`config.mk`:
```
export PLATFORM = sky130hd
export DESIGN_NAME = rr_bus_arbiter
export DESIGN_NICKNAME = d
export VERILOG_FILES = /design/src/rtl/rr_bus_arbiter.sv
export SDC_FILE = /design/constraint.sdc
export NUM_CORES = 1
export LEC_CHECK = 0
export CORE_MARGIN = 8
export CORE_UTILIZATION = 40
export DETAILED_ROUTE_END_ITERATION = 10
export PLACE_DENSITY = 0.59
export RECOVER_POWER = 100
export SYNTH_ARGS = -nofsm -noshare
export SYNTH_HDL_FRONTEND = slang
export SYNTH_SLANG_ARGS = --single-unit
export TNS_END_PERCENT = 1
```
`constraint.sdc`:
```
create_clock -name clk -period 4.05 [get_ports clk]
set_input_delay 0.81 -clock clk [delete_from_list [all_inputs] [get_ports clk]]
set_output_delay 0.81 -clock clk [all_outputs]
set_load 0.05 [all_outputs]
```
`src/rtl/rr_bus_arbiter.sv`:
```
// rr_bus_arbiter: round-robin arbiter driving the 3x8 decoder sel/en of a shared tri-state line
// with turnaround gaps; define ARB_TIMEOUT_EN to add a forced release after HOLD_MAX cycles
module rr_bus_arbiter #(
   parameter int TURNAROUND = 1,
   parameter int HOLD_MAX = 16
) (
   input  logic       clk,
   input  logic       rst,
   input  logic [7:0] req,
   output logic [7:0] gnt,
   output logic [2:0] sel,
   output logic       en,
   output logic       busy,
   output logic       timeout
);
   localparam int TW = $clog2(TURNAROUND + 1);
   typedef enum logic [1:0] {IDLE, GRANT, GAP} state_t;
   state_t state;
   logic [2:0] ptr, pick, c;
   logic [TW-1:0] gap_cnt;
   logic force_rel;
   if (TURNAROUND < 1 || HOLD_MAX < 2) begin : g_bad_params
      $error("rr_bus_arbiter: TURNAROUND must be >= 1 and HOLD_MAX >= 2");
   end
   // descending scan so the closest source after ptr is written last and wins
   always_comb begin
      pick = ptr;
      c = ptr;
      for (int k = 8; k >= 1; k--) begin
         c = ptr + 3'(k);
         if (req[c]) pick = c;
      end
   end
`ifdef ARB_TIMEOUT_EN
   localparam int HW = $clog2(HOLD_MAX);
   logic [HW-1:0] hold;
   always_ff @(posedge clk) begin
      if (rst || state != GRANT) hold <= '0;
      else if (hold != HW'(HOLD_MAX - 1)) hold <= hold + HW'(1);
   end
   assign force_rel = (hold == HW'(HOLD_MAX - 1)) && |(req & ~gnt);
`else
   assign force_rel = 1'b0;
`endif
   always_ff @(posedge clk) begin
      if (rst) begin
         state <= IDLE;
         gnt <= '0;
         sel <= '0;
         en <= 1'b0;
         busy <= 1'b0;
         timeout <= 1'b0;
         ptr <= 3'd7;
         gap_cnt <= '0;
      end else begin
         timeout <= 1'b0;
         case (state)
            IDLE: if (|req) begin
               state <= GRANT;
               gnt <= 8'(1) << pick;
               sel <= pick;
               en <= 1'b1;
               busy <= 1'b1;
            end
            GRANT: if (!req[sel] || force_rel) begin
               state <= GAP;
               gnt <= '0;
               en <= 1'b0;
               ptr <= sel;
               gap_cnt <= '0;
               timeout <= req[sel];
            end
            GAP: if (gap_cnt == TW'(TURNAROUND - 1)) begin
               state <= IDLE;
               busy <= 1'b0;
            end else gap_cnt <= gap_cnt + TW'(1);
            default: state <= IDLE;
         endcase
      end
   end
endmodule

```
**Word-level counts from Yosys, hierarchy flattened**

Cells that the tools add are included.

- Add/subtract/negate cells: 8
- $mul: 0
- Div/mod/pow operators: 0
- Magnitude comparators: 8
- Equality and inequality tests: 5
- Shift-type cells: 1
- Multiplexer cells: 37
- Bitwise gates (word level): 1
- Reduce and logical (&&, ||, !) cells: 11

Operator list:

| operator | number |
|---|---|
| < comparator 3 x 4 -> 1 bit (second input constant) | 8 |
| binary-select mux 1 bit (select 3 bit) | 8 |
| two-way mux 3 bit | 7 |
| two-way mux 8 bit | 2 |
| one-hot mux 8 bit (2 select lines) | 1 |
| adder 3 bit (second input constant) | 4 |
| two-way mux 1 bit | 12 |
| AND reduction 3 bit | 3 |
| OR reduction 8 bit | 1 |
| << shifter 1 x 3 -> 8 bit (first input constant) | 1 |
| adder 3 x 2 -> 3 bit (second input constant) | 2 |
| two-way mux 2 bit | 3 |
| inequality test 2 bit (second input constant) | 3 |
| one-hot mux 1 bit (2 select lines) | 3 |
| one-hot mux 2 bit (3 select lines) | 1 |
| AND reduction 2 bit | 3 |
| nonzero test 2 bit | 3 |
| adder 3 x 1 -> 3 bit (second input constant) | 1 |
| equality test 2 x 1 -> 1 bit (second input constant) | 1 |
| equality test 2 bit (second input constant) | 1 |
| logical NOT 2 bit | 1 |
| adder 1 bit (second input constant) | 1 |
| NOT 1 bit | 1 |

- Flip-flop bits (word level): 19
- Latch bits: 0
- RAM bits: 0
- Bits in read-only memories: 0
- Bits of input ports: 10
- Output and inout port bits: 14
- Logic and storage cells: 78
- Memories kept: 0

**Depth between registers and ports, before layout**

- Depth in word-level cells: 13
- Gate-level depth with buffers: 12
- Depth with buffers taken out: 9

**Least setup slack after synthesis**

No wires, ideal clock.

- Path kind: reg-to-reg
- From: register ptr[1]
- To: register gnt[3]
- Setup time: 0.117 ns
- Arrival: 2.980 ns
- Data required time: 3.933 ns
- Path slack: 0.953 ns
- Cell stages (with the launch flop): 12
- Path buffers: 3
- Clock period less this slack: 3.097 ns
- Path through: dfxtp_1 > buf_2 > buf_2 > clkinv_1 > ha_1 > buf_2 > mux4_2 > mux2_2 > a221o_1 > a311oi_2 > a31oi_2 > a32o_1

- Cells in the longest elaborated chain, start to end: 13
- Elaborated cells on any way between the ends: 31
- Those cells by class: add/sub: 7; shift: 1; mux: 23

RTL lines:

| what | line | source |
|---|---|---|
| from (decl) | 19 | `logic [2:0] ptr, pick, c;` |
| from (signal assigned) | 69 | `ptr <= sel;` |
| adder 3 bit | 30 | `c = ptr + 3'(k);` |
| binary-select mux 1 bit (select 3 bit) | 31 | `if (req[c]) pick = c;` |
| two-way mux 1 bit (implied by the code) | 31 |  |
| two-way mux 3 bit (6 in series) | 31 |  |
| two-way mux 3 bit * | 31 |  |
| << shifter 1 x 3 -> 8 bit * | 60 | `gnt <= 8'(1) << pick;` |
| two-way mux 8 bit * | 58 | `IDLE: if (\|req) begin` |
| one-hot mux 8 bit (2 select lines) * | 57 | `case (state)` |
| to (signal assigned) | 60 |  |
| to (decl) | 10 | `output logic [7:0] gnt,` |

Every way passes the cells marked *; elsewhere a longest branch is shown, timed or not. The select of a mux whose other input is x is not followed.
A chain may end at the register's enable or synchronous reset.

**Worst setup path after layout**

- From: register ptr[0]
- To: register gnt[2]

Same word-level chain as after synthesis.

==> flow_metrics.py <==
metrics = {
    "outcome": {
        "status": "completed",
    },
    "grt": {
        "grtUsageTotal_pct": 12.2,
        "antenna_found_initial": 0,
        "grt_pass1_wl_um": 6190,
        "grt_max_degree": 16,
        "overflow": 0,
        "grt_pass1_vias": 1223,
    },
    "synth": {
        "yosys_warnings": 0,
        "seq_area_frac_synth_pct": 23.1,
        "synthFlopType": "dfxtp_1",
        "synthArstFlopShare_pct": 0,
        "syn-num-nets": 177,
        "netlist_instances": 165,
        "synth_area_leaders": "dfxtp_1 23%, mux4_2 17%, mux2i_1 7.1%, nand2b_1 3.2%, nand2_1 3.1%",
        "syn_avg_cell_area_um2": 9.46,
        "synth.cell_area_um2": 1560,
        "yosysUniqueCellTypes": 59,
        "synth_area_leader_cell": "dfxtp_1",
        "ys_ff_latch": 18,
        "synth.most_common_cell": "dfxtp_1",
        "synth_edf_count": 0,
        "synth_top_area_share_pct": 23.1,
        "synthTopCellsByCount": "18 x dfxtp_1, 13 x nand2_1, 12 x mux4_2",
    },
    "timing": {
        "period_share_pct": 83.5,
        "max_slew.worst_pin.slew_ns": 0.538,
        "setup_ws_ns": 0.668,
        "max_slew_margin_pct": 63.9,
        "grt_setup_unrepaired": "false",
        "period_needed_ns": 3.38,
        "max_freq_ghz": 0.296,
        "finalMaxSlewViolations": 0,
        "setup_tns_ns": 0,
        "fin_skew_ns": 0.000682,
        "setup_viol": 0,
        "finalHoldViolations": 0,
    },
    "power": {
        "p_sw_w": 0.000762,
        "vdd_drop_max_uv": 372,
        "p_leak_nw": 0.720,
        "power.density_nw_per_um2": 844,
        "power_w": 0.00155,
        "power_frac_seq_pct": 18.5,
        "intPower_w": 0.000784,
        "p_comb_share_pct": 72.1,
        "swShare_pct": 49.3,
        "p_clk_share_pct": 9.3,
    },
    "placement": {
        "numPortBuffers": 22,
        "place_congestion": 0.802,
        "dp_hpwl_um": 2830,
        "place_ws_ns": 0.674,
    },
    "cts": {
        "clock_path_buffers": 2,
        "clock_sinks": 18,
        "ctsResizeCount": 0,
        "cts-buffers-inserted": 3,
        "cts_tree": "yes",
        "clkLatencyLatePin_ns": 0.25,
        "cts-root-buf": "clkbuf_8",
        "clkTransAtPathRegs_ns": 0.06,
        "htreeDepth": 1,
        "post-cts-setup-buffers": 0,
        "postCtsHoldBufs": 0,
    },
    "drt": {
        "drc_errors": 0,
        "drtIter0Drc": 167,
        "vias": 1348,
        "routed_wl_um": 3700,
        "detail_route.vias_per_cell": 5.86,
        "antenna_left": 0,
        "routedWlPerCell_um": 16.1,
        "dr.pass1.iters": 4,
    },
    "worst_setup_path": {
        "critPathCaptureType": "flop",
        "cp_max_fo": 15,
        "crit_path_start_kind": "flop",
        "crit_required_ns": 4.20,
        "arrival_ns": 3.53,
        "crit_type": "flop to flop",
    },
    "cells_and_area": {
        "fill_cells": 355,
        "diodes": 0,
        "ff_latch_area_um2": 360,
        "layout-drive-gt1-share_pct": 16.5,
        "layout.nets": 195,
        "multi_input_area_um2": 1090,
        "syn_to_final_growth_pct": 17.3,
        "final_util_pct": 49.3,
    },
    "run": {
        "cap_viol_max_count": 0,
    },
    "floorplanning": {
        "die_x_um": 78.5,
        "die_h_um": 78.5,
        "die_area_um2": 6160,
        "rows": 22,
        "coreArea_um2": 3720,
        "floorplan.io_pins": 24,
        "initial_core_util_pct": 42.0,
    },
    "min_path": {
        "min_path_type": "flop to flop",
    },
}
## final timing paths
check | from | end | slack [ns] | cells past startpoint
setup reg to reg | ptr[0]$_SDFFE_PP1P_ | gnt[2]$_SDFFE_PP0P_ | 0.67 | 10
setup / recovery | ptr[0]$_SDFFE_PP1P_ | gnt[2]$_SDFFE_PP0P_ | 0.67 | 10
hold reg to reg | gnt[1]$_SDFFE_PP0P_ | gnt[1]$_SDFFE_PP0P_ | 0.45 | 2
hold / removal | gnt[1]$_SDFFE_PP0P_ | gnt[1]$_SDFFE_PP0P_ | 0.45 | 2
## through the flow
stage	hold slack, ns	std cells	cell area, µm²
3_3_place_gp	0.437	226	1800
5_1_grt	0.475	230	1830
2_1_floorplan	0.483	165	1560
4_1_cts	0.459	230	1850
3_5_place_dp	0.449	226	1800
6_report	0.448	230	1830
## area by class of cell
cell class / count / area share [%]
clock buffer: 4 / 3.01
tap: 48 / 3.28
inverter: 6 / 1.23
multi-input combinational: 128 / 59.3
timing repair buffer: 26 / 13.5
sequential: 18 / 19.7
## power groups by stage
stage               Combinational [W]  Sequential [W]  Clock, W
global placement              0.00115        0.000291         0
finish                        0.00112        0.000287  0.000144
CTS                           0.00117        0.000289  0.000149
global route                  0.00121        0.000297  0.000156
detailed placement            0.00116        0.000294         0
floorplan                    0.000805        0.000407         0
## logic make-up after synthesis
family	after synthesis	synth area share [%]
simple gates	52	18.0
compound gates	42	20.8
mux	27	27.5
buf+inv	19	6.09
flops	18	23.1
xor+xnor	4	2.72
fa+ha+maj	2	1.60
other cells	1	0.240
## per-layer routing
| layer | track usage (%) | vias up | routed length [µm] |
|---|---|---|---|
| met5 | 0 | - | 0 |
| met4 | 3.33 | 0 | 41 |
| met3 | 2.51 | 5 | 108 |
| met2 | 20.5 | 18 | 1870 |
| met1 | 15.3 | 662 | 1670 |
| li1 | - | 663 | - |
## placed cells by master (no fill, tap or decap), drive strengths merged, types with 3 or more instances in the layout
cell / Yosys / final
mux4: 12 / 12
a31oi: 5 / 5
xnor2: 3 / 3
clkdlybuf4s50: 0 / 7
buf: 9 / 3
a32o: 3 / 3
mux2i: 11 / 11
dlygate4sd3: 0 / 15
dfxtp: 18 / 18
inv: 5 / 5
o21ai: 7 / 7
and2: 3 / 3
nand2: 14 / 14
nand2b: 8 / 8
a21oi: 3 / 3
o22ai: 3 / 3
mux2: 4 / 4
clkbuf: 4 / 5
nor2: 11 / 11
## flip-flops by register name, indices dropped and copies added, names as in the netlist
name   flops
gnt        8
busy       1
ptr        3
sel        3
state      2
en         1
## critical path, stage by stage (launching register included)
cell and delay, ns:
dfxtp_1 0.30, clkbuf_2 0.34, inv_1 0.19, ha_1 0.61, mux4_2 0.47, mux2_4 0.32, o21ai_1 0.13, a22oi_1 0.13
xnor2_1 0.39, nor3_1 0.12, a32o_1 0.28
Power figures use the tool's default switching activity.
